## config.mk

```make
export PLATFORM = sky130hd
export DESIGN_NAME = alu_add
export DESIGN_NICKNAME = d
export VERILOG_FILES = /design/src/rtl/alu_add.sv
export SDC_FILE = /design/constraint.sdc
export NUM_CORES = 1
export LEC_CHECK = 0
export ABC_AREA = 0
export BUFFER_PORTS_ARGS = -buffer_cell sky130_fd_sc_hd__buf_2
export CORE_MARGIN = 3
export CORE_UTILIZATION = 48
export DETAILED_ROUTE_END_ITERATION = 6
export MAX_ROUTING_LAYER = met4
export PLACE_DENSITY = 0.82
export SETUP_SLACK_MARGIN = 0.02
export SKIP_LAST_GASP = 1
export SYNTH_ARGS = -nofsm -noshare
export SYNTH_HDL_FRONTEND = slang
export SYNTH_SLANG_ARGS = --single-unit
```

## constraint.sdc

```tcl
create_clock -name clk -period 1.12 [get_ports clk]
set_input_delay 0.112 -clock clk [delete_from_list [all_inputs] [get_ports clk]]
set_output_delay 0.112 -clock clk [all_outputs]
set_load 0.05 [all_outputs]
```

## src/rtl/alu_add.sv

```systemverilog
// Registered two's-complement adder built on a two-level 4-bit carry-lookahead core.
// Optional macro ALU_ADD_SAT_EN clamps rd on signed overflow instead of wrapping.
module alu_add #(
    parameter int WIDTH = 32
) (
    input  logic             clk,
    input  logic             reset,
    input  logic [WIDTH-1:0] rs1,
    input  logic [WIDTH-1:0] rs2,
    output logic [WIDTH-1:0] rd,
    output logic             carry,
    output logic             overflow,
    output logic             zero,
    output logic             negative
);

    localparam int NB = WIDTH / 4;

    logic [WIDTH-1:0] g_s;
    logic [WIDTH-1:0] p_s;
    logic [WIDTH-1:0] sum_s;
    logic [NB-1:0]    grp_g_s;
    logic [NB-1:0]    grp_p_s;
    logic [NB:0]      blk_c_s;
    logic [WIDTH-1:0] res_s;
    logic             ovf_s;

    logic [WIDTH-1:0] rd_r;
    logic             carry_r;
    logic             overflow_r;
    logic             zero_r;
    logic             negative_r;

    // Carry into block k expressed purely from group generate/propagate, carry-in of block 0 is 0.
    function automatic logic lookahead_carry(input logic [NB-1:0] gg, input logic [NB-1:0] gp,
                                             input int k);
        logic c;
        c = 1'b0;
        for (int j = 0; j < NB; j++) begin
            if (j < k) begin
                c = gg[j] | (gp[j] & c);
            end else begin
                c = c;
            end
        end
        return c;
    endfunction

    assign g_s = rs1 & rs2;
    assign p_s = rs1 ^ rs2;

    genvar b;
    generate
        for (b = 0; b < NB; b++) begin : g_blk
            logic [3:0] bg_s;
            logic [3:0] bp_s;
            logic [3:0] bc_s;
            assign bg_s = g_s[4*b +: 4];
            assign bp_s = p_s[4*b +: 4];
            assign bc_s[0] = blk_c_s[b];
            assign bc_s[1] = bg_s[0] | (bp_s[0] & bc_s[0]);
            assign bc_s[2] = bg_s[1] | (bp_s[1] & bg_s[0]) | (bp_s[1] & bp_s[0] & bc_s[0]);
            assign bc_s[3] = bg_s[2] | (bp_s[2] & bg_s[1]) | (bp_s[2] & bp_s[1] & bg_s[0])
                           | (bp_s[2] & bp_s[1] & bp_s[0] & bc_s[0]);
            assign grp_g_s[b] = bg_s[3] | (bp_s[3] & bg_s[2]) | (bp_s[3] & bp_s[2] & bg_s[1])
                              | (bp_s[3] & bp_s[2] & bp_s[1] & bg_s[0]);
            assign grp_p_s[b] = &bp_s;
            assign sum_s[4*b +: 4] = bp_s ^ bc_s;
        end
    endgenerate

    // Second-level lookahead: block carry-ins plus final carry-out in blk_c_s[NB].
    always_comb begin
        blk_c_s = '0;
        for (int k = 0; k <= NB; k++) begin
            blk_c_s[k] = lookahead_carry(grp_g_s, grp_p_s, k);
        end
    end

    assign ovf_s = (rs1[WIDTH-1] == rs2[WIDTH-1]) && (sum_s[WIDTH-1] != rs1[WIDTH-1]);

    // Result selection: clamp toward the operands' sign on overflow when saturation is built in.
    always_comb begin
        res_s = sum_s;
`ifdef ALU_ADD_SAT_EN
        if (ovf_s) begin
            res_s = rs1[WIDTH-1] ? {1'b1, {(WIDTH-1){1'b0}}} : {1'b0, {(WIDTH-1){1'b1}}};
        end else begin
            res_s = sum_s;
        end
`endif
    end

    // Result and flag registers; flags read 0 under reset since no result is valid yet.
    always_ff @(posedge clk or negedge reset) begin
        if (!reset) begin
            rd_r       <= '0;
            carry_r    <= 1'b0;
            overflow_r <= 1'b0;
            zero_r     <= 1'b0;
            negative_r <= 1'b0;
        end else begin
            rd_r       <= res_s;
            carry_r    <= blk_c_s[NB];
            overflow_r <= ovf_s;
            zero_r     <= (res_s == '0);
            negative_r <= res_s[WIDTH-1];
        end
    end

    assign rd       = rd_r;
    assign carry    = carry_r;
    assign overflow = overflow_r;
    assign zero     = zero_r;
    assign negative = negative_r;

endmodule

```

==> results.py, run 1 <==
metrics = {
    "run_status": {
        "status": "finished with violations",
        "violations": "negative setup slack",
    },
    "sta": {
        "fin_crit_ps": 3700,
        "setup_viol": 31,
        "rsz0062_at_grt": "yes",
        "slew_violations": 0,
        "min_period_over_period": 3.31,
        "max_freq_mhz": 270,
        "tightest_slew_ps": 495,
        "fin_ws_ps": -2580,
        "hold_viol_final": 0,
        "slew_headroom": 0.667,
    },
    "worst_setup_path": {
        "arrival_ps": 3910,
        "worstSetupPathType": "input pin to register",
        "slowest_stage": "fa_2",
        "critPathLaunchType": "input pin",
        "critical_path_buf_inv_count": 1,
        "slowest_delay_ps": 480,
        "worstPathMaxFanout": 4,
        "path_cells": "buf_2, ha_2, nand4_1, nor2_1, a21o_1, o221ai_2, nor2b_2, nand2_1, nand2_2, fa_2, or4_1, nor4_2, nand4_1, a211oi_2, o211ai_1, a211o_1, nor4_2",
        "required_ps": 1330,
        "crit_family": "simple AND/OR/NAND/NOR gates",
        "critPathCaptureType": "register",
    },
    "job": {
        "maxCapViolCount": 0,
    },
    "place": {
        "place_inst": 468,
        "dp_hpwl_um": 5960,
        "dpl_cell_area_um2": 3800,
        "io_buffers": 101,
        "place.gp.congestion": 0.889,
    },
    "final_layout": {
        "area_growth_pct": 87.1,
        "fin_area_um2": 4610,
        "final_cells": 505,
        "fin_nets": 543,
        "final_cell_mix": "buf_2, buf_4, dfrtp_1",
        "drive_above_1_share": 0.694,
        "antennaDiodeCount": 0,
    },
    "global_routing": {
        "grtUsageTotal": 0.361,
        "grt_max_degree": 23,
        "grt_pass1_wl_um": 16100,
        "grt_pass1_vias": 3242,
        "grt-ovfl-total": 0,
        "antenna_found_initial": 0,
    },
    "floorplan": {
        "die_width_um": 77.7,
        "start_util": 0.509,
        "core_um2": 4850,
        "dieArea_um2": 6030,
        "die_height_um": 77.7,
        "num_io_pins": 102,
        "rows": 25,
    },
    "route": {
        "antenna_left": 0,
        "vias": 3128,
        "drc_errors": 0,
        "drtIter0Drc": 238,
        "via_per_inst": 6.19,
        "wl_um": 12600,
        "firstDrtPassIters": 4,
        "avgRoutedWirePerCell_um": 25.0,
    },
    "synth": {
        "ys_seq_elements": 35,
        "synth_area_um2": 2470,
        "syn_inst": 224,
        "synthArstFlopShare": 1.00,
        "yosysSeqAreaShare": 0.355,
        "ys.flop_type": "dfrtp_1",
        "syn_nets": 330,
        "synth_edf_count": 0,
        "avgSynthCellArea_um2": 11.0,
        "synth_warnings": 0,
        "ys_types": 55,
    },
    "cts": {
        "cts_tree": "yes",
        "cts.clk_slew.worst_paths_ps": 90,
        "cts_buffer_depth": 2,
        "cts_num_sinks": 35,
        "numCtsBuffers": 5,
        "h-tree-depth": 2,
        "root_buffer": "clkbuf_8",
    },
    "power": {
        "peakVddDrop_uv": 1450,
        "power_density_nw_per_um2": 1430,
        "p_leak_nw": 2.22,
        "power.total_mw": 6.61,
    },
    "hold_path": {
        "hold_end": "rd[0]$_DFF_PN0_",
        "min_path_cells": 2,
        "worstHoldStart": "rs2[0]",
        "hold_class": "input pin to register",
    },
}
## routing by layer
layer  up-vias  track usage  share of wire
met5         -            -              0
met1      1464        0.357           0.33
met4         0        0.301           0.11
li1       1239            -              -
met3       145       0.0789          0.086
met2       280        0.604           0.48
## cell usage after synthesis (all sizes together) (2+ instances only)
library cell / number / area share
o21a: 5 / 0.016
nor3: 5 / 0.012
nand3: 2 / 0.0041
a31oi: 2 / 0.0051
inv: 5 / 0.0076
buf: 2 / 0.0076
dfrtp: 35 / 0.36
o22ai: 2 / 0.0051
nand4: 3 / 0.0076
fa: 8 / 0.065
xnor2: 11 / 0.039
o211ai: 2 / 0.0081
a21o: 5 / 0.016
nor2: 18 / 0.028
o21bai: 3 / 0.0091
nand2: 17 / 0.027
ha: 32 / 0.16
nand2b: 3 / 0.011
and2: 3 / 0.0081
and3b: 2 / 0.0071
nor4: 5 / 0.015
mux2i: 2 / 0.0081
xor2: 11 / 0.039
a21oi: 17 / 0.042
nor2b: 2 / 0.0051
o21ai: 6 / 0.014
a211o: 2 / 0.0071
## timing repair
item | 4_1_cts | 5_1_grt
setup endpoints to repair | 30 | 32
hold buffers | 1 | 0
endpoints found under the hold margin | 13 | 0
pin swaps | 32 | 19
gates resized for setup | 53 | 42
setup buffers | 28 | 11
## cells by family after synthesis
family	share of synthesized area
xor gates and xnor gates	0.0781
and+or+nand+nor	0.144
adders and majority gates	0.227
buffers and inverters	0.0152
muxes	0.00812
AOI/OAI and AO/OA	0.172
DFF	0.355
## power breakdown
| part | leakage (nW) | switching (mW) | internal, mW |
|---|---|---|---|
| Clock | 0.0644 | 0.573 | 0.889 |
| Combinational | 1.75 | 2.21 | 1.32 |
| Sequential | 0.411 | 0.0951 | 1.51 |
## metrics by stage
step	setup slack (ps)	TNS [ps]	hold slack, ps	utilization
after detailed placement	-2720	-32540	45.2	0.784
after CTS	-2200	-20970	64.1	0.900
final	-2580	-25460	91.3	0.952
after floorplan	-2270	-18890	-184	-
after global routing	-2770	-29430	79.7	0.952
after global placement	-2470	-28980	45.3	0.784
## registers in the layout, indices dropped and copies added (netlist names)
signal	cells
carry	1
zero	1
overflow	1
rd	31
negative	1
## how the worst max path moves through the flow
stage	slack, ps	startpoint	cells after the start	end
global placement	-2470	rs2[3]	16	zero$_DFF_PN0_
floorplan	-2270	rs2[3]	17	zero$_DFF_PN0_
detailed placement	-2720	rs2[3]	18	zero$_DFF_PN0_
finish	-2580	rs2[10]	17	zero$_DFF_PN0_
global route	-2770	rs2[7]	18	zero$_DFF_PN0_
CTS	-2200	rs1[21]	16	zero$_DFF_PN0_
## layout make-up
type,instances,area (um2)
clock buffer,5,68.8
clock inverter,3,67.6
fill,113,234
inverter,5,18.8
multi-input combinational,182,2070
sequential,35,876
tap,67,83.8
timing repair buffer,208,1430
Power figures use the tool's default switching activity.
==> run 2: changes to the inputs <==
--- a/config.mk
+++ b/config.mk
@@ -8,10 +8,11 @@
 export ABC_AREA = 0
 export BUFFER_PORTS_ARGS = -buffer_cell sky130_fd_sc_hd__buf_2
 export CORE_MARGIN = 3
-export CORE_UTILIZATION = 48
+export CORE_UTILIZATION = 30
+export CTS_CLUSTER_SIZE = 12
 export DETAILED_ROUTE_END_ITERATION = 6
 export MAX_ROUTING_LAYER = met4
-export PLACE_DENSITY = 0.82
+export PLACE_DENSITY = 0.56
 export SETUP_SLACK_MARGIN = 0.02
 export SKIP_LAST_GASP = 1
 export SYNTH_ARGS = -nofsm -noshare
==> run 2 against run 1 <==
Compared with the run above:
- cell area fell by 1.7%
- final cell count grew 6.3%
- routed wire length fell by 42%
- clock-buffer cell count stayed put
- critical path depth increased by 7
- global-route usage fell by 20 points
- the flow still finishes with violations (negative setup slack)
- sequential share of layout area grew 0.33 points
- via count shrank 22%
- core utilization down 37 points
- worst setup slack improved by 270 ps
- combinational power is 9.6% lower
- first-iteration DRC count is 87% lower
==> results.py, run 2 (synthesized netlist as in run 1, its figures left out) <==
metrics = {
    "floorplan": {
        "num_io_pins": 102,
        "start_util": 0.314,
        "die_height_um": 96.7,
        "dieArea_um2": 9340,
        "die_width_um": 96.7,
        "rows": 32,
        "core_um2": 7850,
    },
    "power": {
        "power.total_mw": 5.93,
        "power_density_nw_per_um2": 1310,
        "peakVddDrop_uv": 593,
        "p_leak_nw": 2.19,
    },
    "route": {
        "avgRoutedWirePerCell_um": 13.7,
        "firstDrtPassIters": 3,
        "wl_um": 7340,
        "via_per_inst": 4.56,
        "drtIter0Drc": 31,
        "vias": 2450,
        "drc_errors": 0,
        "antenna_left": 0,
    },
    "worst_setup_path": {
        "path_cells": "buf_6, ha_4, nand2_4, nor3_4, o21a_1, a21o_1, o221ai_2, nor2b_1, nand2_1, buf_4, buf_4, buf_4, buf_4, buf_4, buf_4, buf_4, buf_4, buf_4, buf_4, buf_4, buf_4, buf_4, a211o_1, nor4_2",
        "required_ps": 1320,
        "critPathCaptureType": "register",
        "arrival_ps": 3640,
        "critPathLaunchType": "input pin",
        "worstPathMaxFanout": 4,
        "worstSetupPathType": "input pin to register",
        "slowest_delay_ps": 300,
        "cpMostUsedCell": "buf_4",
        "slowest_stage": "ha_4",
    },
    "cts": {
        "cts_tree": "yes",
        "numCtsBuffers": 5,
        "cts_buffer_depth": 2,
        "cts.clk_slew.worst_paths_ps": 80,
        "root_buffer": "clkbuf_8",
        "cts_num_sinks": 35,
        "h-tree-depth": 2,
    },
    "global_routing": {
        "grtUsageTotal": 0.161,
        "grt_pass1_wl_um": 12000,
        "grt.met1_usage": 0.185,
        "use_met2": 0.289,
        "grt_pass1_vias": 2657,
        "antenna_found_initial": 0,
        "grt-ovfl-total": 0,
        "grt_max_degree": 36,
        "busiest_layer": "met2",
        "gr-usage-met3": 0.0288,
    },
    "final_layout": {
        "fin_util": 0.578,
        "final_cell_mix": "buf_2, buf_4, dfrtp_1",
        "drive_above_1_share": 0.660,
        "antennaDiodeCount": 0,
        "layout_commonest_cell": "buf_2",
        "area_growth_pct": 83.9,
        "largest_reg_flops": 31,
        "fin_nets": 540,
    },
    "place": {
        "place.gp.congestion": 0.837,
        "dp_hpwl_um": 5830,
        "place_ws_ps": -2750,
        "io_buffers": 101,
    },
    "sta": {
        "min_period_over_period": 3.07,
        "tightest_slew_ps": 342,
        "fin_crit_ps": 3430,
        "rsz0062_at_grt": "yes",
        "max_freq_mhz": 291,
        "slew_violations": 0,
        "fin_tns_setup_ps": -21260,
        "fin_ws_ps": -2310,
        "slew_headroom": 0.770,
        "whs_ps": 85.6,
        "setup_viol": 32,
        "hold_viol_final": 0,
    },
    "hold_path": {
        "min_path_cells": 2,
        "worstHoldStart": "rs2[0]",
        "hold_end": "rd[0]$_DFF_PN0_",
        "hold_class": "input pin to register",
    },
    "run_status": {
        "violations": "negative setup slack",
        "status": "finished with violations",
    },
    "job": {
        "maxCapViolCount": 0,
    },
}
==> run 2: where the power goes <==
group	leakage (nW)	switching, mW	total (mW)	internal [mW]
Combinational	1.72	1.95	3.20	1.25
Clock	0.0581	0.489	1.15	0.663
Sequential	0.411	0.0685	1.58	1.51
==> run 2: how the worst max path moves through the flow <==
stage	startpoint	endpoint	slack, ps
2_1_floorplan	rs2[3]	zero$_DFF_PN0_	-2270
3_3_place_gp	rs2[3]	zero$_DFF_PN0_	-2520
3_5_place_dp	rs1[3]	zero$_DFF_PN0_	-2750
4_1_cts	rs2[3]	zero$_DFF_PN0_	-2220
5_1_grt	rs2[3]	zero$_DFF_PN0_	-2480
6_report	rs2[3]	zero$_DFF_PN0_	-2310
==> run 2: what timing repair did <==
item	CTS	global route
hold buffers	1	0
setup endpoints to repair	30	31
hold endpoints to repair	35	0
pin swaps	24	15
resized for setup	45	26
setup buffers	17	7
==> run 2: area by class of cell <==
class / instances / area (um2)
fill: 699 / 3310
multi-input combinational: 182 / 2010
timing repair buffer: 205 / 1390
sequential: 35 / 876
tap: 102 / 128
clock buffer: 5 / 68.8
clock inverter: 3 / 43.8
inverter: 5 / 18.8
==> run 2: per-stage QoR <==
stage / cell area, um2 / instances
floorplan: 2630 / 224
global placement: 3870 / 506
detailed placement: 3870 / 506
CTS: 4350 / 531
global route: 4540 / 537
finish: 4540 / 537
==> run 2: critical path, delay by kind of cell <==
| family | cells | cell delay [ps] |
|---|---|---|
| buffers and inverters | 14 | 1680 |
| and+or+nand+nor | 5 | 830 |
| AOI/OAI and AO/OA | 4 | 730 |
| adders and majority gates | 1 | 300 |
==> run 2: layer usage <==
metal / vias up / wire, um / part of all wire
li1: 1225 / - / -
met1: 1154 / 3030 / 0.41
met2: 65 / 3920 / 0.53
met3: 6 / 317 / 0.043
met4: 0 / 83 / 0.011
met5: - / 0 / 0
